## src/rtl/sobel_ctrl_pkg.sv

```systemverilog
// ============================================================================
//  Module      : sobel_ctrl_pkg
//  Description : Shared types and constants for the sobel frame controller:
//                FSM state encoding, default image geometry and the width
//                of the frame-buffer addresses.
//  Revision    : 1.0  initial release
// ============================================================================
`default_nettype none

package sobel_ctrl_pkg;

    // Frame-buffer address width (covers up to 128K pixels).
    localparam int c_addr_w     = 17;

    // Default image geometry (QVGA).
    localparam int c_img_w_dflt = 320;
    localparam int c_img_h_dflt = 240;

    typedef enum logic [1:0] {
        ST_IDLE  = 2'd0,
        ST_FEED  = 2'd1,
        ST_DRAIN = 2'd2
    } state_t;

endpackage

`default_nettype wire

```

## src/rtl/sobel_valid_delay.sv

```systemverilog
// ============================================================================
//  Module      : sobel_valid_delay
//  Description : DEPTH-cycle shift register carrying the pixel-valid flag
//                alongside the sobel datapath latency.
//  Ports       : clk  - clock, rising edge
//                rst  - synchronous reset, active-low
//                clr  - synchronous clear of every stage (frame abort)
//                din  - valid flag into the sobel datapath
//                dout - valid flag aligned with the sobel result
//  Revision    : 1.0  initial release
// ============================================================================
`default_nettype none

module sobel_valid_delay #(
    parameter int DEPTH = 4
) (
    input  logic clk,
    input  logic rst,
    input  logic clr,
    input  logic din,
    output logic dout
);

    generate
        if (DEPTH == 1) begin : g_single
            logic r_q;
            always_ff @(posedge clk) begin
                if (!rst || clr) r_q <= 1'b0;
                else             r_q <= din;
            end
            assign dout = r_q;
        end else begin : g_shift
            logic [DEPTH-1:0] r_pipe;
            always_ff @(posedge clk) begin
                if (!rst || clr) r_pipe <= '0;
                else             r_pipe <= {r_pipe[DEPTH-2:0], din};
            end
            assign dout = r_pipe[DEPTH-1];
        end
    endgenerate

endmodule

`default_nettype wire

```

## src/rtl/sobel_frame_ctrl.sv

```systemverilog
// ============================================================================
//  Module      : sobel_frame_ctrl
//  Description : Streams one IMG_W x IMG_H grey frame from the source buffer
//                through an external sobel datapath (latency SOB_LAT) and
//                writes the results sequentially into the result buffer.
//  Ports       : clk, rst (sync, active-low)
//                start/abort/thr_in       - frame control, edge threshold
//                src_addr/src_rdata       - source read (1-cycle latency)
//                sob_dval/sob_data/sob_thr/sob_odata - sobel datapath
//                dst_we/dst_addr/dst_wdata - result buffer write
//                busy, done (pulse), frame_cnt (completed frames, wraps)
//  Options     : SOBEL_BORDER_ZERO_EN - force results on the image border
//                (first/last column, first/last row) to zero.
//  Revision    : 1.0  initial release
// ============================================================================
`default_nettype none

module sobel_frame_ctrl
    import sobel_ctrl_pkg::*;
#(
    parameter int IMG_W   = c_img_w_dflt,
    parameter int IMG_H   = c_img_h_dflt,
    parameter int SOB_LAT = 4
) (
    input  logic                clk,
    input  logic                rst,
    input  logic                start,
    input  logic                abort,
    input  logic [7:0]          thr_in,
    output logic [c_addr_w-1:0] src_addr,
    input  logic [7:0]          src_rdata,
    output logic                sob_dval,
    output logic [9:0]          sob_data,
    output logic [7:0]          sob_thr,
    input  logic [9:0]          sob_odata,
    output logic                dst_we,
    output logic [c_addr_w-1:0] dst_addr,
    output logic [7:0]          dst_wdata,
    output logic                busy,
    output logic                done,
    output logic [15:0]         frame_cnt
);

    localparam logic [c_addr_w-1:0] c_last_addr = c_addr_w'(IMG_W * IMG_H - 1);
    localparam logic [c_addr_w-1:0] c_one       = c_addr_w'(1);

    state_t              r_state;
    state_t              w_state_nxt;
    logic [c_addr_w-1:0] r_src_addr;
    logic [c_addr_w-1:0] r_dst_addr;
    logic                r_sob_dval;
    logic [7:0]          r_sob_thr;
    logic                r_done;
    logic [15:0]         r_frame_cnt;
    logic                w_accept;
    logic                w_dst_we;
    logic                w_last_wr;
    logic                w_busy;
    logic                w_unused_lsbs;

    assign w_accept  = (r_state == ST_IDLE) && start && !abort;
    assign w_last_wr = w_dst_we && (r_dst_addr == c_last_addr);

    // ------------------------------------------------------------------
    // FSM
    // ------------------------------------------------------------------
    always_ff @(posedge clk) begin
        if (!rst) r_state <= ST_IDLE;
        else      r_state <= w_state_nxt;
    end

    always_comb begin
        w_state_nxt = r_state;
        w_busy      = 1'b0;
        case (r_state)
            ST_IDLE: begin
                if (w_accept) w_state_nxt = ST_FEED;
            end
            ST_FEED: begin
                w_busy = 1'b1;
                if (r_src_addr == c_last_addr) w_state_nxt = ST_DRAIN;
            end
            ST_DRAIN: begin
                w_busy = 1'b1;
                if (w_last_wr) w_state_nxt = ST_IDLE;
            end
            default: w_state_nxt = ST_IDLE;
        endcase
        // Abort overrides every transition, including a simultaneous start.
        if (abort) w_state_nxt = ST_IDLE;
    end

    // ------------------------------------------------------------------
    // Address generation, valid tracking, frame bookkeeping
    // ------------------------------------------------------------------
    always_ff @(posedge clk) begin
        if (!rst) begin
            r_src_addr  <= '0;
            r_dst_addr  <= '0;
            r_sob_dval  <= 1'b0;
            r_sob_thr   <= 8'h00;
            r_done      <= 1'b0;
            r_frame_cnt <= 16'h0000;
        end else begin
            r_done <= 1'b0;
            if (abort) begin
                r_src_addr <= '0;
                r_dst_addr <= '0;
                r_sob_dval <= 1'b0;
            end else begin
                // Source data arrives one cycle after its address, so the
                // valid flag is simply the FEED state delayed by one cycle.
                r_sob_dval <= (r_state == ST_FEED);

                if (w_accept) begin
                    r_src_addr <= '0;
                    r_dst_addr <= '0;
                    r_sob_thr  <= thr_in;
                end else if (r_state == ST_FEED) begin
                    r_src_addr <= (r_src_addr == c_last_addr) ? '0 : r_src_addr + c_one;
                end

                if (w_dst_we) begin
                    r_dst_addr <= w_last_wr ? '0 : r_dst_addr + c_one;
                end

                if ((r_state == ST_DRAIN) && w_last_wr) begin
                    r_done      <= 1'b1;
                    r_frame_cnt <= r_frame_cnt + 16'd1;
                end
            end
        end
    end

    sobel_valid_delay #(
        .DEPTH (SOB_LAT)
    ) u_valid_delay (
        .clk   (clk),
        .rst   (rst),
        .clr   (abort),
        .din   (r_sob_dval),
        .dout  (w_dst_we)
    );

    // ------------------------------------------------------------------
    // Result data path
    // ------------------------------------------------------------------
`ifdef SOBEL_BORDER_ZERO_EN
    localparam logic [c_addr_w-1:0] c_col_last = c_addr_w'(IMG_W - 1);
    localparam logic [c_addr_w-1:0] c_row_last = c_addr_w'(IMG_H - 1);

    logic [c_addr_w-1:0] r_col;
    logic [c_addr_w-1:0] r_row;
    logic                w_border;

    // Column/row of the pixel currently presented on the write port.
    always_ff @(posedge clk) begin
        if (!rst || abort || w_accept) begin
            r_col <= '0;
            r_row <= '0;
        end else if (w_dst_we) begin
            if (r_col == c_col_last) begin
                r_col <= '0;
                r_row <= (r_row == c_row_last) ? '0 : r_row + c_one;
            end else begin
                r_col <= r_col + c_one;
            end
        end
    end

    assign w_border  = (r_col == '0) || (r_col == c_col_last) ||
                       (r_row == '0) || (r_row == c_row_last);
    assign dst_wdata = (w_dst_we && !w_border) ? sob_odata[9:2] : 8'h00;
`else
    assign dst_wdata = w_dst_we ? sob_odata[9:2] : 8'h00;
`endif

    // Fractional result bits are dropped on the 8-bit result buffer.
    assign w_unused_lsbs = ^sob_odata[1:0];

    assign src_addr  = r_src_addr;
    assign sob_dval  = r_sob_dval;
    assign sob_data  = r_sob_dval ? {src_rdata, 2'b00} : 10'h000;
    assign sob_thr   = r_sob_thr;
    assign dst_we    = w_dst_we;
    assign dst_addr  = r_dst_addr;
    assign busy      = w_busy;
    assign done      = r_done;
    assign frame_cnt = r_frame_cnt;

endmodule

`default_nettype wire

```

## config.mk

```make
export PLATFORM = sky130hd
export DESIGN_NAME = sobel_frame_ctrl
export DESIGN_NICKNAME = d
export VERILOG_FILES = /design/src/rtl/sobel_ctrl_pkg.sv /design/src/rtl/sobel_valid_delay.sv /design/src/rtl/sobel_frame_ctrl.sv
export SDC_FILE = /design/constraint.sdc
export NUM_CORES = 1
export LEC_CHECK = 0
export ABC_CLOCK_PERIOD_IN_PS = 2800
export BUFFER_PORTS_ARGS = -buffer_cell sky130_fd_sc_hd__buf_2
export CORE_ASPECT_RATIO = 0.7
export CORE_MARGIN = 4
export CORE_UTILIZATION = 50
export CTS_CLUSTER_SIZE = 24
export DETAILED_ROUTE_END_ITERATION = 8
export PLACE_DENSITY = 0.92
export SLEW_MARGIN = 20
export SYNTH_ARGS = -nofsm -noshare
export SYNTH_HDL_FRONTEND = slang
export SYNTH_SLANG_ARGS = --single-unit
```

## constraint.sdc

```tcl
create_clock -name clk -period 2.8 [get_ports clk]
set_clock_uncertainty 0.1 [all_clocks]
set_input_delay 0.84 -clock clk [delete_from_list [all_inputs] [get_ports clk]]
set_output_delay 0.84 -clock clk [all_outputs]
set_load 0.02 [all_outputs]
```

==> results of run 1 <==
-- cells in the mapped netlist, types with 4 or more instances --
master,number,area (µm²)
nand3_1,18,90.1
clkbuf_1,9,33.8
xor2_1,16,140
a21oi_1,21,105
dfxtp_1,66,1320
and2_1,23,144
mux2i_1,5,50.1
nand2b_1,7,43.8
nor2_1,47,176
inv_1,7,26.3
nand4_1,14,87.6
nor3_1,10,50.1
ha_1,7,87.6
o21ai_0,4,20.0
and3_1,7,43.8
nand2_1,45,169
a31oi_1,8,50.1
xnor2_1,15,131
-- area by class of cell --
cell class / instances / area [µm²] / area share (%)
clock buffer: 10 / 138 / 3.50
clock inverter: 6 / 66.3 / 1.69
inverter: 7 / 26.3 / 0.668
multi-input combinational: 289 / 1730 / 44.0
sequential: 66 / 1320 / 33.6
tap: 75 / 93.8 / 2.39
timing repair buffer: 109 / 556 / 14.1
-- worst paths after layout --
path,from,end,slack (ns)
worst min register to register,u_valid_delay.g_shift.r_pipe[0],u_valid_delay.g_shift.r_pipe[1],0.33
worst max register to register,dst_addr[0],dst_addr[16],0.50
worst max-delay path,dst_addr[0],dst_addr[16],0.50
worst min-delay path,u_valid_delay.g_shift.r_pipe[0],u_valid_delay.g_shift.r_pipe[1],0.33
-- power by group through the flow --
stage | Sequential (mW) | Combinational [mW] | Clock (mW)
after detailed placement | 0.971 | 0.0925 | 0
after global placement | 0.970 | 0.0896 | 0
after floorplan | 0.978 | 0.0472 | 0
after CTS | 0.949 | 0.0930 | 0.821
final | 0.949 | 0.0931 | 0.800
after global routing | 0.949 | 0.102 | 0.855
-- layer usage --
metal	up-vias	global-route usage (%)
li1	1513	-
met1	1401	25.9
met2	125	37.1
met3	16	7.03
met4	0	7.86
met5	-	0
-- registers in the layout, indices dropped and copies added, names as in the netlist --
| name | flops |
|---|---|
| done | 1 |
| dst_addr | 17 |
| frame_cnt | 16 |
| r_state | 2 |
| sob_dval | 1 |
| sob_thr | 8 |
| src_addr | 17 |
| u_valid_delay.g_shift.r_pipe | 4 |
-- worst reg2reg max path: cells and delay by family, from the launching register on --
family	cells	cell delay, ns
AOI/OAI and AO/OA	2	0.23
and+or+nand+nor	3	1.17
adders and majority gates	1	0.27
DFF	1	0.43
-- cells by family (layout without fill, tap and decap cells) --
| logic type | after synthesis | count (layout) | synth area share [%] |
|---|---|---|---|
| mux | 5 | 5 | 1.59 |
| other cells | 1 | 2 | 0.119 |
| buf+inv | 21 | 132 | 2.87 |
| simple gates | 194 | 194 | 31.8 |
| compound gates | 50 | 50 | 10.1 |
| fa+ha+maj | 7 | 7 | 2.79 |
| xor+xnor | 31 | 31 | 8.65 |
| flops | 66 | 66 | 42.1 |
-- metrics by stage --
stage	total power [mW]	cell area [µm²]	hold WS, ns	cells	setup slack, ns
after floorplan	1.02	3140	0.306	376	0.610
after global placement	1.06	3730	0.307	546	0.463
after detailed placement	1.06	3730	0.317	546	0.415
after CTS	1.86	3930	0.326	562	0.513
after global routing	1.91	3930	0.345	562	0.303
final	1.84	3930	0.326	562	0.496
-- cells in the final DEF (no fill, tap or decap), types with 5 or more instances in the layout --
cell type,n
dfxtp_1,66
nand4_1,14
nor2_1,47
mux2i_1,5
nor3_1,10
ha_1,7
nand3_1,18
clkbuf_8,10
buf_2,105
and2_1,23
and3_1,7
inv_1,7
xnor2_1,15
a21oi_1,21
nand2b_1,7
a31oi_1,8
nand2_1,45
xor2_1,16
==> impl_metrics.csv, run 1 <==
group,metric,value,unit
synth,synth_seq_area_share,42.1,%
setup_path,crit_path_frequent_cell,"or3_1",
setup_path,path_delay_family,"simple AND/OR/NAND/NOR gates",
clock_tree,clock_sinks,66,
global_routing,antenna_found_initial,0,
synth,synth_edf_count,0,
global_routing,overflow,0,
pwr,internal_power,1.41,mW
sta,setup_viol,0,
die,rows,23,
sta,final-hold-violation-count,0,
clock_tree,cts_root_buf,"clkbuf_8",
clock_tree,cts_tree,"built",
clock_tree,post-cts-setup-buffers,0,
routing,m1WireLength,3450,µm
setup_path,critical_path_depth,6,
clock_tree,cts_buffer_depth,2,
setup_path,crit_arrival,2.43,ns
layout,fill_cells,473,
global_routing,grt_usage,21.7,%
setup_path,critPathRequiredTime,2.93,ns
sta,rsz0062_at_grt,"no",
setup_path,reg2reg_depth,6,
min_path,hp-class,"flip-flop to flip-flop",
die,die_y,74.3,µm
pwr,seq_power_share,51.5,%
routing,wirelength,8150,µm
global_routing,grt_max_degree,23,
layout,num_antenna_cells,0,
layout,nNetsFinal,519,
status,outcome,"finished clean",
routing,wire_per_inst,14.5,µm
routing,highest_layer,"met4",
die,start_util,53.2,%
layout,area_delta_synth_final,25.3,%
routing,dr_wl_met2,3900,µm
routing,via_count,3055,
setup_path,crit_chain,"ha_1 -> nand3_2 -> or3_1 -> or3_1 -> o21ai_1 -> a31oi_1",
synth,syn_inst,375,
clock_tree,cts_resized,0,
routing,viasPerCell,5.44,
routing,route.antenna.remaining_nets,0,
clock_tree,cts_buffers,9,
pwr,switchingPower,0.428,mW
sta,timing.fmax,434,MHz
setup_path,crit_path_max_fanout,9,
pwr,sw_frac_of_total,23.3,%
synth,avgSynthCellArea,8.37,µm²
synth,post_synth_num_cell_types,46,
die,die_area,7630,µm²
clock_tree,insertion_delay,0.34,ns
pwr,pwr_density_cell,469,nW/µm²
synth,synth_area,3140,µm²
setup_path,cpPeakStageDelay,0.57,ns
synth,synthArstFlopShare,0,%
routing,drc,0,
place,place_congestion,0.834,
routing,drt_iter0_markers,182,
sta,maxSlewHeadroom,62.4,%
die,boundaryPins,110,
pwr,clock_power_share,43.4,%
layout,layout-drive-gt1-share,26.5,%
routing,first_pass_iters,5,
place,hpwl,6020,µm
job,maxCapViolCount,0,
sta,final.setup.tns,0,ns
clock_tree,path_clk_slew,0.08,ns
setup_path,worst-path-buf-inv,0,
sta,tightestPinTransition,0.559,ns
clock_tree,cts_htree_levels,3,
sta,finalCriticalPeriod,2.30,ns
layout,final_util,66.7,%
synth,synthFlopType,"dfxtp_1",
min_path,worstHoldPathCells,1,
sta,drv_slew,0,
setup_path,critPathKind,"flip-flop to flip-flop",
routing,met3_wirelength,647,µm
pwr,combPwrFrac,5.1,%
pwr,power_leakage,1.70,nW
setup_path,crit_path_end_kind,"flip-flop",
clock_tree,hold_buffers,0,
sta,finalCritPeriodShare,82.3,%
die,core,5900,µm²
global_routing,first_global_vias,2894,
place,port_buffers,105,
synth,ys_ff_latch,66,
die,chipWidth,103,µm
setup_path,critical-path-slowest-cell,"or3_1",
synth,ys_warn_count,0,
pwr,ir_drop,208,µV
global_routing,grt_pass1_wl,13100,µm
setup_path,worstSetupStartpointType,"flip-flop",
Power figures use the tool's default switching activity.
==> run 2: changes to the inputs <==
- ABC_CLOCK_PERIOD_IN_PS: 2800 -> 2200
- clock period: 2.8 -> 2.2 ns (I/O delays scaled with it)
==> run 2 against run 1 <==
Critical path depth rose by 1. First-iteration DRC count rose by 27%. Register-to-register slack got worse by 0.45 ns. Non-clock buffer count rose by 12. Critical endpoint is now frame_cnt[14]. Largest power group unchanged. Highest routed layer unchanged.
==> impl_metrics.csv, run 2 (synthesis results as in run 1) <==
group,metric,value,unit
sta,setup_viol,0,
global_routing,grt_usage,21.9,%
sta,drv_slew,0,
pwr,pwr_density_cell,585,nW/µm²
setup_path,worst-path-buf-inv,1,
sta,timing.fmax,464,MHz
sta,maxSlewHeadroom,64.7,%
clock_tree,cts_resized,0,
setup_path,crit_path_end_kind,"flip-flop",
job,maxCapViolCount,0,
routing,wirelength,8140,µm
die,boundaryPins,110,
die,die_y,74.3,µm
routing,route.antenna.remaining_nets,0,
setup_path,path_delay_family,"simple AND/OR/NAND/NOR gates",
clock_tree,hold_buffers,0,
place,port_buffers,105,
setup_path,crit_chain,"ha_2 -> nand3_2 -> or3_1 -> buf_4 -> nor4_2 -> xnor2_1 -> nor2_1",
place,hpwl,6080,µm
min_path,hp-class,"flip-flop to flip-flop",
pwr,finalPower,2.36,mW
setup_path,cpPeakStageDelay,0.46,ns
routing,wire_per_inst,14.2,µm
pwr,ir_drop,385,µV
layout,layout-drive-gt1-share,28.7,%
clock_tree,cts_htree_levels,3,
setup_path,critPathRequiredTime,2.33,ns
clock_tree,cts_buffers,9,
clock_tree,post-cts-setup-buffers,0,
setup_path,critPathKind,"flip-flop to flip-flop",
clock_tree,clock_sinks,66,
global_routing,grt_pass1_wl,13200,µm
layout,area_delta_synth_final,28.4,%
layout,nNetsFinal,531,
die,die_area,7630,µm²
place,place_congestion,0.874,
setup_path,crit_arrival,2.29,ns
clock_tree,cts_root_buf,"clkbuf_8",
die,chipWidth,103,µm
routing,drc,0,
status,outcome,"finished clean",
setup_path,crit_path_max_fanout,7,
setup_path,critical-path-slowest-cell,"or3_1",
pwr,power_leakage,1.76,nW
clock_tree,insertion_delay,0.34,ns
clock_tree,path_clk_slew,0.07,ns
routing,via_count,3153,
die,core,5900,µm²
layout,num_antenna_cells,0,
routing,viasPerCell,5.49,
routing,drt_iter0_markers,232,
layout,final_cell_mix,"buf_2, dfxtp_1, nor2_1",
layout,final_util,68.3,%
setup_path,worstSetupStartpointType,"flip-flop",
sta,finalCriticalPeriod,2.16,ns
sta,finalCritPeriodShare,98.0,%
global_routing,grt_max_degree,23,
die,start_util,53.2,%
global_routing,overflow,0,
layout,fin_cells,574,
place,dp_cells,558,
routing,first_pass_iters,5,
clock_tree,cts_tree,"built",
clock_tree,cts_buffer_depth,2,
layout,layout_commonest_cell,"buf_2",
sta,final-hold-violation-count,0,
die,rows,23,
sta,hold_ws,0.330,ns
global_routing,first_global_vias,2964,
global_routing,antenna_found_initial,0,
sta,tightestPinTransition,0.528,ns
-- run 2: cell count changes in the layout (fill, tap and decap cells not counted) --
cell,change
buf_4,+12
ha_1,-1
ha_2,+1
nor3_1,-1
nor3_2,+1
-- run 2: metal layers --
metal	global-route usage [%]	part of all wire, %	up-vias
met1	27.5	43	1472
met3	6.47	8.2	6
li1	-	-	1540
met2	36.3	48	135
met5	0	0	-
met4	7.57	1.1	0
-- run 2: power by group --
group	leakage (nW)	switching [mW]	total, mW	internal [mW]
Sequential	0.532	0.00496	1.21	1.20
Combinational	1.13	0.0761	0.126	0.0498
Clock	0.0945	0.472	1.02	0.553
Total	1.76	0.553	2.36	1.81
-- run 2: per-stage QoR --
stage / TNS (ns) / area (µm²) / setup slack, ns
2_1_floorplan: 0 / 3140 / 0.0103
3_5_place_dp: 0 / 3820 / 0.0741
3_3_place_gp: 0 / 3820 / 0.121
4_1_cts: 0 / 4020 / 0.0709
5_1_grt: -0.00771 / 4030 / -0.00441
6_report: 0 / 4030 / 0.0446
-- run 2: worst paths after layout --
path | startpoint | cells past startpoint | slack (ns) | endpoint
max | dst_addr[1] | 7 | 0.04 | frame_cnt[14]
min | u_valid_delay.g_shift.r_pipe[0] | 1 | 0.33 | u_valid_delay.g_shift.r_pipe[1]
max reg2reg | dst_addr[1] | 7 | 0.04 | frame_cnt[14]
min reg2reg | u_valid_delay.g_shift.r_pipe[0] | 1 | 0.33 | u_valid_delay.g_shift.r_pipe[1]
-- run 2: area by class of cell --
type	instances	area, µm²
clock buffer	10	138
clock inverter	6	66.3
fill	458	1870
inverter	7	26.3
multi-input combinational	289	1740
sequential	66	1320
tap	75	93.8
timing repair buffer	121	646
-- run 2: worst register-to-register path: cells and delay by family, from the launching register on --
kind / cells / cell delay, ns
buffers and inverters: 1 / 0.19
XOR/XNOR: 1 / 0.15
flip-flops: 1 / 0.41
AND/OR/NAND/NOR: 4 / 0.96
adder cells (fa/ha/maj): 1 / 0.24
==> run 3: changes to the inputs <==
- CORE_UTILIZATION: 50 -> 51
- SKIP_LAST_GASP: not set -> 1
- SYNTH_HIERARCHICAL: not set -> 1
==> run 3 against run 2 <==
Flip-flop and latch count is the same. Synthesized cell count rose by 10%. Critical path type unchanged. Sequential share of layout area down 2.4 points. Register-to-register slack worse by 0.04 ns. Non-clock buffer count increased by 24. Critical endpoint is now frame_cnt[8]. Worst hold slack better by 0.026 ns. Core utilization grew 1.3 points. Sequential power about the same. Fmax decreased by 2.0%. Via count up 15%.
==> impl_metrics.csv, run 3 <==
group,metric,value,unit
synth,synth_area,3330,µm²
layout,layout-drive-gt1-share,30.7,%
routing,via_count,3635,
synth,ys_ff_latch,66,
setup_path,crit_arrival,2.39,ns
synth,synth_top_cell_area_share,39.7,%
place,port_buffers,105,
synth,synthFlopType,"dfxtp_1",
clock_tree,clock_sinks,66,
clock_tree,cts_buffers,9,
clock_tree,path_clk_slew,0.07,ns
setup_path,crit_path_max_fanout,11,
synth,synth-compound-area-share,10.7,%
synth,post_synth_num_cell_types,51,
global_routing,first_global_vias,3321,
die,start_util,53.1,%
layout,fin_cells,632,
global_routing,overflow,0,
place,dp_cells,617,
job,maxCapViolCount,0,
synth,synth_top_family_by_area,"simple AND/OR/NAND/NOR gates",
routing,drc,0,
setup_path,reg2reg_depth,6,
die,rows,24,
synth,yosys-top-cells-area,"dfxtp_1, nand2_1, nor2_1, nand3_1, xnor2_1",
min_path,holdPathEnd,"sob_thr[3]",
synth,synth_common_cells,"dfxtp_1, nand2_1, nor2_1",
sta,finalCriticalPeriod,2.20,ns
synth,ys_warn_count,6,
setup_path,r2r-start,"dst_addr[0]",
synth,synth-simple-area-share,36.0,%
sta,final-hold-violation-count,0,
setup_path,critPathKind,"flip-flop to flip-flop",
layout,area_delta_synth_final,31.3,%
clock_tree,insertion_delay,0.35,ns
setup_path,worstSetupStartpointType,"flip-flop",
routing,first_pass_iters,6,
place,hpwl,7260,µm
die,boundaryPins,110,
layout,nNetsFinal,588,
routing,wire_per_inst,15.5,µm
setup_path,crit_path_end_kind,"flip-flop",
setup_path,rrSetupSlack,0.001,ns
global_routing,grt_max_degree,19,
clock_tree,cts_buffer_depth,2,
clock_tree,cts_root_buf,"clkbuf_8",
layout,layout_commonest_cell,"buf_2",
clock_tree,cts_htree_levels,3,
global_routing,antenna_found_initial,1,
sta,maxSlewHeadroom,59.7,%
sta,timing.fmax,455,MHz
synth,synth.mux.area_fraction,0.902,%
synth,yosysMostFrequentCell,"dfxtp_1",
global_routing,grt_pass1_wl,15800,µm
sta,finalCritPeriodShare,99.9,%
min_path,worstHoldPathCells,2,
sta,tightestPinTransition,0.605,ns
routing,viasPerCell,5.75,
synth,avgSynthCellArea,8.05,µm²
synth,synth_xor_area_share,6.05,%
clock_tree,hold_buffers,0,
sta,setup_viol,0,
sta,rsz0062_at_grt,"yes",
global_routing,grt_usage,24.9,%
setup_path,critPathRequiredTime,2.39,ns
layout,final_cell_mix,"buf_2, dfxtp_1, nand2_1",
clock_tree,cts_tree,"built",
die,core,6280,µm²
min_path,holdCritStartpoint,"sob_thr[3]",
synth,synthArstFlopShare,0,%
synth,yosys.area_share.adder,2.63,%
sta,hold_ws,0.356,ns
min_path,hp-class,"flip-flop to flip-flop",
die,die_area,7910,µm²
routing,wirelength,9780,µm
routing,drt_iter0_markers,346,
setup_path,timing.rr.end,"frame_cnt[8]",
synth,synth_edf_count,0,
status,outcome,"finished clean",
synth,yosysTopAreaCell,"dfxtp_1",
sta,drv_slew,0,
die,die_y,75.6,µm
die,chipWidth,105,µm
pwr,power_leakage,1.89,nW
place,place_congestion,0.935,
pwr,pwr_density_cell,522,nW/µm²
synth,synth_seq_area_share,39.7,%
routing,route.antenna.remaining_nets,0,
layout,num_antenna_cells,0,
pwr,ir_drop,291,µV
synth,syn_inst,414,
run 3: changes by cell type after synthesis, moves of 8 or more:
cell | before | now
o21ai_0 | 4 | 14
xor2_1 | 16 | 7
nand3_1 | 18 | 28
nor4_1 | 3 | 11
run 3: per-stage QoR:
stage | TNS (ns) | util [%] | setup slack [ns] | power (mW) | instance area (µm²)
after floorplan | 0 | - | 0.0107 | 1.31 | 3350
final | 0 | 69.7 | 0.00131 | 2.28 | 4370
after CTS | 0 | 69.3 | 0.0230 | 2.29 | 4350
after detailed placement | 0 | 66.5 | 0.00472 | 1.37 | 4170
after global routing | -0.237 | 69.7 | -0.0727 | 2.36 | 4370
after global placement | 0 | 66.5 | 0.0316 | 1.36 | 4170
run 3: logic make-up (layout without fill, tap and decap cells):
| logic type | after synthesis | in the layout |
|---|---|---|
| AOI/OAI and AO/OA | 58 | 58 |
| DFF | 66 | 66 |
| and+or+nand+nor | 226 | 226 |
| adders and majority gates | 7 | 7 |
| other | 1 | 2 |
| buffers and inverters | 30 | 169 |
| muxes | 3 | 3 |
| xor gates and xnor gates | 23 | 23 |
run 3: power breakdown:
part / switching, mW / total [mW] / internal (mW)
Clock: 0.452 / 0.939 / 0.487
Combinational: 0.0842 / 0.138 / 0.0540
Sequential: 0.00479 / 1.21 / 1.20
run 3: how the worst max path moves through the flow:
stage / start / to / slack, ns / cells past startpoint
floorplan: dst_addr[1] / frame_cnt[14] / 0.01 / 7
global placement: abort / dst_addr[4] / 0.03 / 6
detailed placement: abort / dst_addr[4] / 0.005 / 6
CTS: dst_addr[0] / frame_cnt[8] / 0.02 / 6
global route: dst_addr[0] / frame_cnt[8] / -0.07 / 6
finish: dst_addr[0] / frame_cnt[8] / 0.001 / 6
run 3: metal layers:
metal  GRT usage, %  vias up  share of wire, %
li1               -     1734                 -
met3           7.87       34               9.7
met1           30.2     1663                42
met4           9.32        0               2.4
met5              0        -                 0
met2           42.7      204                46
run 3: timing repair:
| action | in CTS | in global routing |
|---|---|---|
| buffers inserted | 0 | 1 |
| resized for setup | 1 | 4 |
| setup endpoints to repair | 1 | 27 |
run 3: worst max-delay path, cell delays in order (launching register included):
cell and delay (ns):
dfxtp_4 0.38, ha_4 0.16, nand3_2 0.09, or3_4 0.41, or3_4 0.45, or4_1 0.48
nand2_1 0.08
run 3: final cells by class:
class	count	area (µm²)
fillers	485	1900
clock inverters	2	12.5
clock buffers	12	165
flip-flops and latches	66	1330
inverters	10	37.5
multi-input cells	319	1910
repair buffers	145	826
well taps	78	97.6
